[src/rtl/piso_bit_serializer.sv]
// -----------------------------------------------------------------------------
// piso_bit_serializer
//
// Parallel-in/serial-out stage that feeds a 1-bit sequence detector. Words of
// WIDTH bits are accepted over a valid/ready handshake and shifted out
// MSB-first, one bit per clock. A word may be accepted on the final bit of the
// previous frame, so back-to-back words form a gap-free bit stream.
//
// Optional feature (macro PISO_PARITY_EN):
//   Defined   - an even-parity bit (XOR of the captured word) follows the data
//               bits, so each frame is WIDTH+1 bits long.
//   Undefined - each frame is exactly WIDTH bits and no parity state exists.
//
// Parameters:
//   WIDTH       data bits per word (2..32)
//
// Ports:
//   clk         system clock, rising-edge active
//   rst         asynchronous reset, active low
//   load_valid  upstream presents a word on load_data
//   load_ready  serializer accepts a word on this cycle's rising edge
//   load_data   word to serialize, sampled only on a handshake
//   ser_out     serial bit stream (MSB first)
//   ser_valid   ser_out carries a frame bit this cycle
//   last_bit    ser_out is the final bit of the current frame
//   busy        a frame is being shifted out
// -----------------------------------------------------------------------------
module piso_bit_serializer #(
    parameter int WIDTH = 8
) (
    input  logic             clk,
    input  logic             rst,
    input  logic             load_valid,
    output logic             load_ready,
    input  logic [WIDTH-1:0] load_data,
    output logic             ser_out,
    output logic             ser_valid,
    output logic             last_bit,
    output logic             busy
);

    localparam int CNT_W = $clog2(WIDTH + 2);
`ifdef PISO_PARITY_EN
    localparam int FRAME_LEN = WIDTH + 1;
`else
    localparam int FRAME_LEN = WIDTH;
`endif
    localparam logic [CNT_W-1:0] LAST_CNT = CNT_W'(FRAME_LEN - 1);

    typedef enum logic {
        S_IDLE  = 1'b0,
        S_SHIFT = 1'b1
    } state_t;

    state_t           r_state;
    state_t           w_state_nxt;
    logic [WIDTH-1:0] r_shift;
    logic [CNT_W-1:0] r_cnt;
    logic             w_last;
    logic             w_ready;
    logic             w_hs;
    logic             w_shifting;

`ifdef PISO_PARITY_EN
    logic             r_par;

    function automatic logic even_parity(input logic [WIDTH-1:0] word);
        even_parity = ^word;
    endfunction
`endif

    // Handshake and next-state decode, all from registered state. load_ready
    // is gated by rst so it drops immediately while reset is held.
    always_comb begin
        w_shifting  = (r_state == S_SHIFT);
        w_last      = w_shifting && (r_cnt == LAST_CNT);
        w_ready     = rst && ((r_state == S_IDLE) || w_last);
        w_hs        = load_valid && w_ready;
        w_state_nxt = r_state;
        case (r_state)
            S_IDLE: begin
                if (w_hs) begin
                    w_state_nxt = S_SHIFT;
                end
            end
            S_SHIFT: begin
                // A handshake on the last bit keeps us in SHIFT for the next frame.
                if (w_last && !w_hs) begin
                    w_state_nxt = S_IDLE;
                end
            end
            default: w_state_nxt = S_IDLE;
        endcase
    end

    always_ff @(posedge clk or negedge rst) begin
        if (!rst) begin
            r_state <= S_IDLE;
        end else begin
            r_state <= w_state_nxt;
        end
    end

    always_ff @(posedge clk or negedge rst) begin
        if (!rst) begin
            r_shift <= '0;
            r_cnt   <= '0;
        end else if (w_hs) begin
            r_shift <= load_data;
            r_cnt   <= '0;
        end else if (w_shifting) begin
            r_shift <= r_shift << 1;
            // Park the counter at zero when the frame ends so it never wraps.
            r_cnt   <= w_last ? '0 : (r_cnt + CNT_W'(1));
        end
    end

`ifdef PISO_PARITY_EN
    always_ff @(posedge clk or negedge rst) begin
        if (!rst) begin
            r_par <= 1'b0;
        end else if (w_hs) begin
            r_par <= even_parity(load_data);
        end
    end

    // The parity bit replaces the (already emptied) shift register on the last bit.
    assign ser_out = w_shifting && (w_last ? r_par : r_shift[WIDTH-1]);
`else
    assign ser_out = w_shifting && r_shift[WIDTH-1];
`endif

    assign load_ready = w_ready;
    assign ser_valid  = w_shifting;
    assign busy       = w_shifting;
    assign last_bit   = w_last;

endmodule

[config.mk]
export PLATFORM = sky130hd
export DESIGN_NAME = piso_bit_serializer
export DESIGN_NICKNAME = d
export VERILOG_FILES = /design/src/rtl/piso_bit_serializer.sv
export SDC_FILE = /design/constraint.sdc
export NUM_CORES = 1
export LEC_CHECK = 0
export BUFFER_PORTS_ARGS = -buffer_cell sky130_fd_sc_hd__buf_2
export CORE_ASPECT_RATIO = 1.1
export CORE_MARGIN = 2
export CORE_UTILIZATION = 45
export CTS_CLUSTER_DIAMETER = 60
export DETAILED_ROUTE_END_ITERATION = 10
export GPL_ROUTABILITY_DRIVEN = 0
export GPL_TIMING_DRIVEN = 0
export PLACE_DENSITY = 0.71
export SYNTH_ARGS = -nofsm -noshare
export SYNTH_HDL_FRONTEND = slang
export SYNTH_SLANG_ARGS = --single-unit
[constraint.sdc]
create_clock -name clk -period 1.4 [get_ports clk]
set_clock_uncertainty 0.2 [all_clocks]
set_input_delay 0.07 -clock clk [delete_from_list [all_inputs] [get_ports clk]]
set_output_delay 0.07 -clock clk [all_outputs]
set_load 0.005 [all_outputs]
==> results.toml <==
[synthesis]
ys_seq_area_share_pct = 46.6
synth_top_cell_by_area = "dfrtp_1"
synthCells = 64
synth_area_leaders = "dfrtp_1 47%, o221a_2 11%, a211o_1 8.8%"
syn_avg_cell_area_sq_um = 10.9
synthDistinctLibCells = 22
synth_fp_nets = 76
netlist_top_cells_count = "13 x dfrtp_1, 8 x and3_1, 7 x a211o_1, 7 x o221a_2, 4 x nand2_1"
synth_area_sq_um = 698
synthArstFlopShare_pct = 100
synthFlopType = "dfrtp_1"
netlist.area_leader.share_pct = 46.6
synth.most_common_cell = "dfrtp_1"
ys_ff_latch = 13
yosysWarnings = 0
synth-edff-count = 0

[placed_design]
dp_slack_ns = -0.200
placed_area_sq_um = 803
port-buffer-count = 15
dp_hpwl_microns = 1100
placed_cells = 95

[drt]
drt_iter0_drc = 11
vias_per_cell = 5.88
vias = 676
wl_per_cell_microns = 16.2
dr.pass1.iters = 4
ant_nets = 0
routed_wl_microns = 1860
drc_errors = 0

[cells_and_area]
finalNetCount = 112
final_area_sq_mm = 0.00106
final-instance-count-excl-fill = 115
antenna_cells = 0
area_growth_syn_to_layout_pct = 51.4
drive_gt1_share_pct = 44.4

[clock_tree]
clk_pin_slew_worst_paths_ns = 0.09
clk_path_buf_depth = 2
h-tree-depth = 1
cts_tree = "yes"
clock_latency_ns = 0.28
cts_buffers = 3
cts_sinks = 13
root_buffer = "clkbuf_4"

[min_path]
holdPathStages = 3
min_path_type = "input pin to flop"
min_from = "load_valid"
hold_end = "r_cnt[1]$_DFFE_PN0P_"

[floorplan]
initial_core_util_pct = 49.8
die_h_microns = 45.3
coreArea_sq_mm = 0.00140
die_area_sq_mm = 0.00188
die-width_microns = 41.6
ioPinCount = 16
std_cell_rows = 14

[setup_path]
crit_path_cell_trace = "ha_2 -> nand3b_1 -> buf_4 -> o21ai_4 -> o221a_2"
reg2reg_depth = 5
path_max_fanout = 7
rr_endpoint = "r_shift[7]$_DFFE_PN0P_"
cp.required_ns = 1.42
critPathLaunchType = "flop"
end_kind = "flop"
critical_path_arrival_ns = 1.70
crit_type = "flop to flop"
reg2reg_from = "r_cnt[0]$_DFFE_PN0P_"
reg2reg_slack_ns = -0.28
cp_slowest_cell = "dfrtp_1"
cpPeakStageDelay_ns = 0.37

[global_route]
antenna_found_initial = 0
grt_max_degree = 14
grt_overflow = 0
grt_pass1_wl_microns = 3140
first_global_vias = 718
grt_usage_pct = 22.1

[power_and_ir_drop]
pwr_density_cell_mw_per_mm2 = 2050
peakVddDrop_uv = 1080
leakage_nw = 0.517

[timing]
period_needed_ns = 1.68
setup_ws_ns = -0.279
min_period_over_period_pct = 120
worstMarginPinSlew_ns = 0.631
rsz0062_at_grt = "yes"
slew_violations = 0
final-setup-viol-count = 13
slew_headroom_pct = 57.8
fmax_ghz = 0.596
timing_hold_violations_final = 0

[outcome]
status = "complete, but fails checks"
violations = "setup timing"

[flow_run]
maxCapViolations = 0
-- worst max path at each step --
stage	start	to	slack [ns]
2_1_floorplan	r_cnt[0]$_DFFE_PN0P_	r_shift[1]$_DFFE_PN0P_	-0.06
3_3_place_gp	r_cnt[0]$_DFFE_PN0P_	r_shift[3]$_DFFE_PN0P_	-0.23
3_5_place_dp	r_cnt[0]$_DFFE_PN0P_	r_shift[1]$_DFFE_PN0P_	-0.20
4_1_cts	r_cnt[0]$_DFFE_PN0P_	load_ready	-0.26
5_1_grt	r_cnt[0]$_DFFE_PN0P_	r_shift[7]$_DFFE_PN0P_	-0.37
6_report	r_cnt[0]$_DFFE_PN0P_	r_shift[7]$_DFFE_PN0P_	-0.28
-- kinds of logic (layout without fill, tap and decap cells) --
family	after synthesis	count (layout)	share of synthesized area [%]
simple gates	23	23	18.1
compound gates	20	20	25.4
flops	13	13	46.6
buf+inv	4	39	3.94
mux	2	2	2.87
fa+ha+maj	1	1	1.79
xor+xnor	1	1	1.25
-- flip-flops by register name, indices dropped and copies added (netlist names) --
name,flops
busy,1
r_shift,8
r_cnt,4
-- layout by cell type (no fill, tap or decap) --
cell type and count:
o21ai_1 1, dlygate4sd3_1 9, ha_2 1, o21ai_0 1
mux2i_1 2, a21oi_2 1, and2_1 3, nand2_2 3
o21ai_2 1, nand3_1 3, a31o_1 1, clkbuf_4 3
o21ai_4 1, buf_2 15, xor2_1 1, o221a_2 1
clkbuf_1 1, nor2_1 1, buf_4 7, inv_1 1
buf_6 3, nand2b_4 1, nand3b_1 1, a211o_1 7
o221a_4 6, and3_1 8, dfrtp_1 13, nand2_1 2
nor2_2 1
-- metal layers --
| metal | track usage, % | wire length [microns] | up-vias |
|---|---|---|---|
| met2 | 39.1 | 917 | 22 |
| met1 | 26.2 | 822 | 330 |
| li1 | - | - | 320 |
| met5 | 0 | 0 | - |
| met3 | 4.00 | 86 | 4 |
| met4 | 11.0 | 34 | 0 |
-- layout make-up --
cell class | instances | area (sq um)
buffer | 3 | 26.3
clock buffer | 4 | 26.3
fill | 92 | 344
inverter | 1 | 3.75
multi-input combinational | 47 | 430
sequential | 13 | 325
tap | 16 | 20.0
timing repair buffer | 31 | 225
-- critical path: cells and delay by family, from the launching register on --
family                     cells  cell delay, ns
AOI/OAI and AO/OA              2            0.52
adders and majority gates      1            0.18
and+or+nand+nor                1            0.16
buffers and inverters          1            0.20
DFF                            1            0.37
-- repair_timing --
action / CTS / global route
hold endpoints to repair: 21 / 0
resized for setup: 8 / 10
hold buffers: 9 / 0
pin swaps: 4 / 14
buffers inserted: 7 / 3
setup endpoints to repair: 11 / 15
-- power by group --
| part | total (mW) | switching, mW | internal [mW] |
|---|---|---|---|
| clock | 0.242 | 0.132 | 0.110 |
| sequential | 0.709 | 0.153 | 0.556 |
| combinational | 1.21 | 0.483 | 0.728 |
-- metrics by stage --
step                setup TNS [ns]  total power [mW]  hold slack, ns  util [%]
floorplan                   -0.432              1.25          -0.426         -
global placement             -1.75              1.44          -0.181      57.3
detailed placement           -1.53              1.48          -0.175      57.3
CTS                          -2.40              1.99           0.119      71.6
global route                 -3.75              2.32           0.150      75.4
finish                       -2.56              2.16           0.137      75.4
(Power assumes the default switching activity.)
